[src/rtl/nes_pkg.sv]
// Shared NES bus constants and the sprite-DMA state encoding.
package nes_pkg;

  typedef enum logic [2:0] {
    ST_IDLE,
    ST_HALT_REQ,
    ST_ALIGN,
    ST_READ,
    ST_WRITE
  } dma_state_t;

  localparam logic [15:0] OAMDMA_ADDR   = 16'h4014;
  localparam logic [15:0] OAM_DATA_ADDR = 16'h2004;

endpackage

[src/rtl/oam_dma_controller.sv]
// NES sprite DMA: copies CPU page $XX00-$XXFF into OAM via $2004 while the CPU is halted.
// Optional macro OAM_DMA_ALIGN_EN keeps every READ on a get (parity 0) cycle.
//
// state    | meaning
// IDLE     | CPU runs, bus released, waiting for a $4014 write
// HALT_REQ | cpu_rdy low, waiting for cpu_halted
// ALIGN    | one idle bus cycle so the first READ lands on a get cycle
// READ     | drive {page, index}, capture the returned byte
// WRITE    | drive the captured byte to $2004, advance index
module oam_dma_controller
  import nes_pkg::*;
(
  input  logic        cpu_clock,
  input  logic        reset_n,
  input  logic        reg_write_strobe,
  input  logic [7:0]  reg_write_data,
  input  logic        cpu_halted,
  output logic        cpu_rdy,
  output logic        bus_owner,
  output logic [15:0] bus_address,
  output logic        bus_read_n,
  output logic        bus_write_n,
  input  logic [7:0]  bus_data_in,
  output logic [7:0]  bus_data_out,
  output logic        busy,
  output logic        done,
  output logic [7:0]  OAMDMA_reg,
  output logic [7:0]  OAMDMA_reg_active
);

  dma_state_t state_q, state_d;
  logic [7:0] page_q, page_d;
  logic [7:0] index_q, index_d;
  logic [7:0] data_q, data_d;
  logic       done_q, done_d;
  logic       align_needed;

`ifdef OAM_DMA_ALIGN_EN
  logic parity_q;

  always_ff @(posedge cpu_clock or negedge reset_n) begin
    if (!reset_n) parity_q <= 1'b0;
    else          parity_q <= ~parity_q;
  end

  // Current get cycle means the next one is a put, so the READ must wait one cycle.
  assign align_needed = ~parity_q;
`else
  assign align_needed = 1'b0;
`endif

  always_ff @(posedge cpu_clock or negedge reset_n) begin
    if (!reset_n) begin
      state_q <= ST_IDLE;
      page_q  <= 8'h00;
      index_q <= 8'h00;
      data_q  <= 8'h00;
      done_q  <= 1'b0;
    end else begin
      state_q <= state_d;
      page_q  <= page_d;
      index_q <= index_d;
      data_q  <= data_d;
      done_q  <= done_d;
    end
  end

  always_comb begin
    state_d = state_q;
    page_d  = page_q;
    index_d = index_q;
    data_d  = data_q;
    done_d  = 1'b0;
    case (state_q)
      ST_IDLE: begin
        if (reg_write_strobe) begin
          page_d  = reg_write_data;
          index_d = 8'h00;
          state_d = ST_HALT_REQ;
        end
      end
      ST_HALT_REQ: begin
        if (cpu_halted) state_d = align_needed ? ST_ALIGN : ST_READ;
      end
      ST_ALIGN: state_d = ST_READ;
      ST_READ: begin
        data_d  = bus_data_in;
        state_d = ST_WRITE;
      end
      ST_WRITE: begin
        if (index_q == 8'hFF) begin
          done_d  = 1'b1;
          state_d = ST_IDLE;
        end else begin
          index_d = index_q + 8'd1;
          state_d = ST_READ;
        end
      end
      default: state_d = ST_IDLE;
    endcase
  end

  always_comb begin
    bus_owner    = 1'b0;
    bus_read_n   = 1'b1;
    bus_write_n  = 1'b1;
    bus_address  = 16'h0000;
    bus_data_out = 8'h00;
    case (state_q)
      ST_ALIGN: bus_owner = 1'b1;
      ST_READ: begin
        bus_owner   = 1'b1;
        bus_read_n  = 1'b0;
        bus_address = {page_q, index_q};
      end
      ST_WRITE: begin
        bus_owner    = 1'b1;
        bus_write_n  = 1'b0;
        bus_address  = OAM_DATA_ADDR;
        bus_data_out = data_q;
      end
      default: ;
    endcase
  end

  assign cpu_rdy           = (state_q == ST_IDLE);
  assign busy              = (state_q != ST_IDLE);
  assign done              = done_q;
  assign OAMDMA_reg        = 8'h00;
  assign OAMDMA_reg_active = 8'h00;

  a_halt_held: assert property (@(posedge cpu_clock) disable iff (!reset_n)
    (state_q inside {ST_ALIGN, ST_READ, ST_WRITE}) |-> cpu_halted)
    else $error("cpu_halted dropped while the DMA owned the bus");

endmodule
[config.mk]
export PLATFORM = sky130hd
export DESIGN_NAME = oam_dma_controller
export DESIGN_NICKNAME = d
export VERILOG_FILES = /design/src/rtl/nes_pkg.sv /design/src/rtl/oam_dma_controller.sv
export SDC_FILE = /design/constraint.sdc
export NUM_CORES = 1
export LEC_CHECK = 0
export CAP_MARGIN = 15
export CELL_PAD_IN_SITES_DETAIL_PLACEMENT = 0
export CELL_PAD_IN_SITES_GLOBAL_PLACEMENT = 1
export CORE_ASPECT_RATIO = 0.7
export CORE_MARGIN = 2
export CORE_UTILIZATION = 31
export DETAILED_ROUTE_END_ITERATION = 10
export PLACE_DENSITY = 0.78
export SYNTH_ARGS = -nofsm -noshare
export SYNTH_HDL_FRONTEND = slang
export SYNTH_SLANG_ARGS = --single-unit
[constraint.sdc]
create_clock -name cpu_clock -period 2 [get_ports cpu_clock]
set_clock_uncertainty 0.05 [all_clocks]
set_input_delay 0.4 -clock cpu_clock [delete_from_list [all_inputs] [get_ports cpu_clock]]
set_output_delay 0.4 -clock cpu_clock [all_outputs]
set_load 0.005 [all_outputs]
==> flow_summary_export.csv, run 1 <==
group,metric,value,unit
outcome,status,"completed",
setup_path,start_kind,"flop",
synth,syn-cell-area,1520,sq um
clock_network,cts_max_path_buffers,2,
timing,period_needed,2.00,ns
synth,postSynthAreaPerCell,10.5,sq um
synth,synthFlopType,"sky130_fd_sc_hd__dfrtp_1",
setup_path,worst_ep_arrival_time,1.55,ns
floorplanning,design.die.area,5480,sq um
floorplanning,die_y,62.6,um
cells_and_area,post_layout_nonfiller_instances,280,
clock_network,worst_skew_pair.late_latency,0.28,ns
global_routing,grt_pass1_wl,5.24,mm
global_routing,grt_pass1_vias,1134,
cells_and_area,layout-drive-gt1-share,28.9,%
cells_and_area,design.final.nets,233,
cells_and_area,area_delta_synth_final,45.2,%
floorplanning,starting_density_of_the_core,31.9,%
flow_run,max-cap-violations,0,
route,dr_total_vias,1184,
worst_hold_path,min_path_type,"in -> async",
route,via_per_inst,4.23,
synth,synth.top_cell.area_share,46.1,%
route,drcViolationCount,0,
synth,synth_cell_type_count,31,
synth,yosysMostFrequentCell,"sky130_fd_sc_hd__dfrtp_1",
setup_path,crit_type,"reg -> out",
setup_path,maximum_fanout_along_the_worst_path,4,
setup_path,cp.required,1.55,ns
route,first_iter_violations,49,
global_routing,antenna_found_initial,0,
route,detailedRoute.firstPassIterationCount,5,
placed_design,place_inst,267,
floorplanning,die_width,87.7,um
clock_network,clock-root-buffer,"sky130_fd_sc_hd__clkbuf_8",
clock_network,cts.sinks,28,
timing,max_freq,0.500,GHz
floorplanning,core_footprint,4760,sq um
global_routing,gr-usage-all-layers,12.0,%
floorplanning,floorplan.rows,21,
setup_path,crit_path_start,"state_q[0]$_DFFE_PN0P_",
timing,hold_violations,0,
synth,netlist_top_cells_area,"sky130_fd_sc_hd__dfrtp_1, sky130_fd_sc_hd__mux2_2, sky130_fd_sc_hd__and2_1",
synth,synthesis.instances,145,
synth,yosysSeqAreaShare,46.1,%
clock_network,cts_tree,"yes",
placed_design,place.port_buffers,49,
setup_path,crit-reg2reg-launch,"state_q[0]$_DFFE_PN0P_",
placed_design,post_dp_cell_area,2090,sq um
timing,grt_setup_unrepaired,"true",
route,wirelength,3.27,mm
clock_network,cts.hold.buffers_added,0,
cells_and_area,num_antenna_cells,0,
synth,synth.largest_area_cell,"sky130_fd_sc_hd__dfrtp_1",
placed_design,hpwlAfterDp,2.22,mm
synth,ys_top_cells_by_count,"sky130_fd_sc_hd__dfrtp_1, sky130_fd_sc_hd__and2_1, sky130_fd_sc_hd__buf_4, sky130_fd_sc_hd__mux2_2, sky130_fd_sc_hd__nand2_1",
power,power-per-cell-area,499,nW/um^2
synth,ys_async_sr_fraction,100,%
timing,layout_worst_path_cycle_share,99.9,%
power,power_leakage,1.07,nW
clock_network,number_of_buffers_created_by_cts,3,
global_routing,grt_start_max_net_pins,29,
clock_network,cts_htree_levels,1,
power,power.ir.vdd_worst,0.266,mV
synth,synth.ff_latch_count,28,
timing,worst_slack,0.00128,ns
synth,number_of_enable_type_register_cells_in_the_synthesized_netlist,0,
placed_design,detailedPlace.worstSlack,0.0667,ns
cells_and_area,postLayoutCellArea,2210,sq um
route,drt-wirelength-per-cell,11.7,um
power,total_power,1.10,mW
timing,final_max_slew_viol_count,0,
route,drt.antenna.violating_nets,0,
placed_design,gp_congestion,0.730,
synth,yosys_warnings,0,
clock_network,cts.reportedPaths.clkPinSlew,0.10,ns
setup_path,crit_end_category,"output port",
floorplanning,top_level_ports,66,
timing,finalSetupViolations,0,
global_routing,globalRouteOverflowTotal,0,
timing,whs,0.445,ns
flip-flops by register name, indices dropped and copies added, names as in the netlist:
name / flops
data_q: 8
done: 1
index_q: 8
page_q: 8
state_q: 3
power by group:
part / switching [mW] / internal, mW / leakage (nW)
logic: 0.0299 / 0.0499 / 0.698
registers: 0.00305 / 0.574 / 0.340
clock network: 0.176 / 0.268 / 0.0357
total: 0.209 / 0.892 / 1.07
area by class of cell:
type                    instances  area [sq um]
clock buffers                   3          41.3
clock inverters                 1          30.0
fillers                       457          2550
inverters                       5          18.8
multi-input cells             106           717
flip-flops and latches         28           702
well taps                      69          86.3
repair buffers                 68           611
routing by layer:
layer	routed length, um	vias to the layer above	part of all wire (%)	global-route usage, %
li1	-	593	-	-
met1	1600	542	49	16.5
met2	1400	47	43	18.2
met3	253	2	7.7	4.62
met4	17	0	0.52	2.31
met5	0	-	0	0
worst paths after layout:
path | cells after the start | slack, ns | to
min reg2reg | 1 | 0.45 | page_q[3]$_DFFE_PN0P_
max | 5 | 0.001 | bus_data_out[2]
max in group asynchronous | 2 | 1.16 | state_q[2]$_DFFE_PN0P_
max reg2reg | 7 | 0.21 | index_q[3]$_DFFE_PN0P_
min | 2 | 0.45 | data_q[2]$_DFFE_PN0N_
min in group cpu_clock | 1 | 0.45 | page_q[3]$_DFFE_PN0P_
cell usage in the layout, fill, tap and decap left out, drive strengths merged, types with 2 or more instances in the layout:
| cell | n |
|---|---|
| nand2 | 11 |
| a21oi | 5 |
| mux2 | 17 |
| dfrtp | 28 |
| nor2 | 3 |
| clkdlybuf4s15 | 5 |
| a21o | 2 |
| nor3 | 2 |
| clkbuf | 15 |
| dlymetal6s2s | 2 |
| buf | 19 |
| and2 | 23 |
| conb | 16 |
| o21ai | 9 |
| dlygate4sd2 | 10 |
| or3 | 2 |
| nand3 | 6 |
| clkdlybuf4s50 | 20 |
| inv | 5 |
cells by family (layout without fill, tap and decap cells):
family / count (synthesis) / in the layout / share of synthesized area, %
multiplexers: 17 / 17 / 12.6
AND/OR/NAND/NOR: 50 / 50 / 19.3
other: 1 / 16 / 0.247
buffers and inverters: 26 / 77 / 11.3
AO/OA/AOI/OAI: 20 / 20 / 8.48
adder cells (fa/ha/maj): 1 / 1 / 0.824
flip-flops: 28 / 28 / 46.1
XOR/XNOR: 2 / 2 / 1.15
timing repair:
| item | CTS | global route |
|---|---|---|
| gates resized for setup | 36 | 32 |
| gates cloned | 0 | 1 |
| pin swaps | 1 | 4 |
| setup buffers | 4 | 5 |
| endpoints found under the setup margin | 29 | 15 |
per-stage QoR:
step / util (%) / setup TNS, ns
after CTS: 45.8 / -0.401
after global placement: 43.9 / 0
after global routing: 46.4 / -0.284
after detailed placement: 43.9 / 0
after floorplan: - / 0
final: 46.4 / 0
worst max-delay path, cell delays in order, from the launching register on:
cell                              delay (ns)
sky130_fd_sc_hd__dfrtp_1                0.43
sky130_fd_sc_hd__buf_6                  0.14
sky130_fd_sc_hd__nor3b_4                0.24
sky130_fd_sc_hd__buf_4                  0.16
sky130_fd_sc_hd__and2_1                 0.11
sky130_fd_sc_hd__clkdlybuf4s15_1        0.19
Power figures use the tool's default switching activity.
==> run 2: changes to the inputs <==
Settings changed: CORE_UTILIZATION 31 to 32, CTS_BUF_LIST from default to sky130_fd_sc_hd__clkbuf_4 sky130_fd_sc_hd__clkbuf_8, GPL_TIMING_DRIVEN from default to 0, PLACE_DENSITY 0.78 to 0.81.
==> run 2 against run 1 <==
  * The run now ends with negative setup slack left
  * Wire length up 16%
  * Clock-buffer cell count unchanged
  * Utilization up 8.6 points
  * Die area down 3.0%
  * Final cell count up 4.3%
  * Maximum frequency down 9.2%
  * Design area up 11%
  * Worst hold slack better by 0.0066 ns
  * Combinational power up 45%
  * First-iteration DRC count up 33%
  * Sequential power about the same
  * Critical endpoint is now bus_data_out[0]
  * Largest cell class is now non-clock buffers
  * Highest routed layer unchanged
==> flow_summary_export.csv, run 2 (synthesis gave the netlist of run 1 again) <==
group,metric,value,unit
cells_and_area,most_common_cell_after_layout_fill_and_taps_aside,"sky130_fd_sc_hd__buf_4",
cells_and_area,design.final.nets,260,
setup_path,critical_path.reg2reg.endpoint,"index_q[3]$_DFFE_PN0P_",
setup_path,crit_type,"reg -> out",
setup_path,crit-reg2reg-launch,"state_q[1]$_DFFE_PN0P_",
clock_network,number_of_buffers_created_by_cts,3,
global_routing,grt_start_max_net_pins,16,
floorplanning,top_level_ports,66,
clock_network,worst_skew_pair.late_latency,0.27,ns
placed_design,post_dp_cell_area,2150,sq um
floorplanning,design.die.area,5320,sq um
power,power-per-cell-area,407,nW/um^2
setup_path,maximum_fanout_along_the_worst_path,4,
timing,layout_worst_path_cycle_share,110,%
cells_and_area,layout.filler_cells,414,
outcome,status,"finished, violations left",
route,detailedRoute.firstPassIterationCount,4,
route,met3_wirelength,341,um
route,routed_metal_1_wire_length,1.80,mm
clock_network,clock-root-buffer,"sky130_fd_sc_hd__clkbuf_8",
setup_path,cp.required,1.55,ns
setup_path,worst_ep_arrival_time,1.75,ns
timing,max_freq,0.454,GHz
route,first_iter_violations,65,
worst_hold_path,instance_count_along_the_most_critical_hold_path,1,
worst_hold_path,worstHoldEndpoint,"page_q[7]$_DFFE_PN0P_",
route,wirelength,3.78,mm
floorplanning,starting_density_of_the_core,34.1,%
timing,worst_pin_slew,0.757,ns
timing,period_needed,2.20,ns
timing,grt_setup_unrepaired,"true",
route,drcViolationCount,0,
clock_network,cts_max_path_buffers,2,
setup_path,start_kind,"flop",
cells_and_area,largestRegisters,"data_q: 8 flops, index_q: 8 flops, page_q: 8 flops",
clock_network,cts_htree_levels,1,
cells_and_area,layout_common_cells,"sky130_fd_sc_hd__buf_4, sky130_fd_sc_hd__dfrtp_1, sky130_fd_sc_hd__clkdlybuf4s50_1",
clock_network,cts.hold.buffers_added,0,
route,drt-wirelength-per-cell,13.0,um
setup_path,register_to_register_path_depth,8,
cells_and_area,postLayoutCellArea,2450,sq um
route,via_per_inst,4.38,
timing,finalSetupViolations,8,
power,power_leakage,1.34,nW
setup_path,reg2reg_slack,0.18,ns
floorplanning,core_footprint,4450,sq um
timing,final_max_slew_viol_count,0,
floorplanning,die_y,61.6,um
outcome,violations_in_the_final_reports,"negative setup slack",
timing,hold_violations,0,
clock_network,cts.sinks,28,
route,drt.antenna.violating_nets,0,
placed_design,place.port_buffers,49,
clock_network,cts_tree,"yes",
power,power.ir.vdd_worst,0.226,mV
clock_network,cts.reportedPaths.clkPinSlew,0.09,ns
timing,slew-limit-headroom,49.4,%
global_routing,grt_pass1_wl,5.81,mm
placed_design,gp_congestion,0.735,
floorplanning,die_width,86.3,um
flow_run,max-cap-violations,0,
global_routing,grt_pass1_vias,1178,
placed_design,hpwlAfterDp,2.47,mm
global_routing,gr-usage-all-layers,14.5,%
floorplanning,floorplan.rows,20,
cells_and_area,area_delta_synth_final,61.4,%
cells_and_area,layout-drive-gt1-share,37.6,%
route,topRoutingLayerUsed,"met4",
route,dr_total_vias,1278,
global_routing,antenna_found_initial,0,
route,wl_met2,1.63,mm
cells_and_area,num_antenna_cells,0,
placed_design,detailedPlace.worstSlack,-0.316,ns
global_routing,globalRouteOverflowTotal,0,
worst_hold_path,hp-start,"page_q[7]$_DFFE_PN0P_",
setup_path,crit_end_category,"output port",
worst_hold_path,min_path_type,"reg -> reg",
timing,worst_slack,-0.202,ns
==> run 2: final cells by class <==
class                   instances  area, sq um  share of cell area [%]
repair buffers                 75          732                    29.9
multi-input cells             106          727                    29.7
flip-flops and latches         28          704                    28.7
plain buffers                  20          159                    6.48
well taps                      55         68.8                    2.81
clock buffers                   3         41.3                    1.68
inverters                       5         18.8                   0.766
==> run 2: worst max path at each step <==
stage,start,end,slack [ns]
after floorplan,state_q[0]$_DFFE_PN0P_,bus_address[12],0.41
after global placement,state_q[0]$_DFFE_PN0P_,bus_address[2],-0.33
after detailed placement,state_q[0]$_DFFE_PN0P_,bus_address[2],-0.32
after CTS,state_q[0]$_DFFE_PN0P_,bus_data_out[0],-0.26
after global routing,state_q[1]$_DFFE_PN0P_,bus_data_out[7],-0.27
final,state_q[1]$_DFFE_PN0P_,bus_data_out[0],-0.20
==> run 2: report_power, final <==
group	total [mW]	switching, mW	internal [mW]
Clock	0.304	0.168	0.135
Combinational	0.116	0.0356	0.0803
Sequential	0.577	0.00352	0.574
==> run 2: repair_timing <==
action                     in CTS  in global routing
gates resized for setup        40                 37
pin swaps                       2                  7
gates cloned                    3                  0
buffers inserted               15                  8
setup endpoints to repair      27                 27
==> run 2: layer usage <==
layer  GRT usage (%)  vias up
met3            6.43        2
li1                -      641
met5               0        -
met4            2.01        0
met2            21.3       46
met1            20.3      589
==> run 2: stage by stage <==
step	util (%)	setup TNS (ns)	cells	total power, mW	hold WS [ns]
3_5_place_dp	48.3	-6.81	265	0.701	0.436
6_report	55.0	-0.883	292	0.997	0.452
4_1_cts	52.6	-3.61	286	1.00	0.458
2_1_floorplan	-	0	160	0.631	0.0544
5_1_grt	55.0	-1.35	292	1.04	0.472
3_3_place_gp	47.9	-7.10	264	0.696	0.429
==> run 2: worst max-delay path: stages (launching register included) <==
cell and delay (ns):
sky130_fd_sc_hd__dfrtp_2 0.46, sky130_fd_sc_hd__nor3b_4 0.24, sky130_fd_sc_hd__buf_4 0.17, sky130_fd_sc_hd__and2_1 0.12, sky130_fd_sc_hd__clkdlybuf4s50_1 0.49
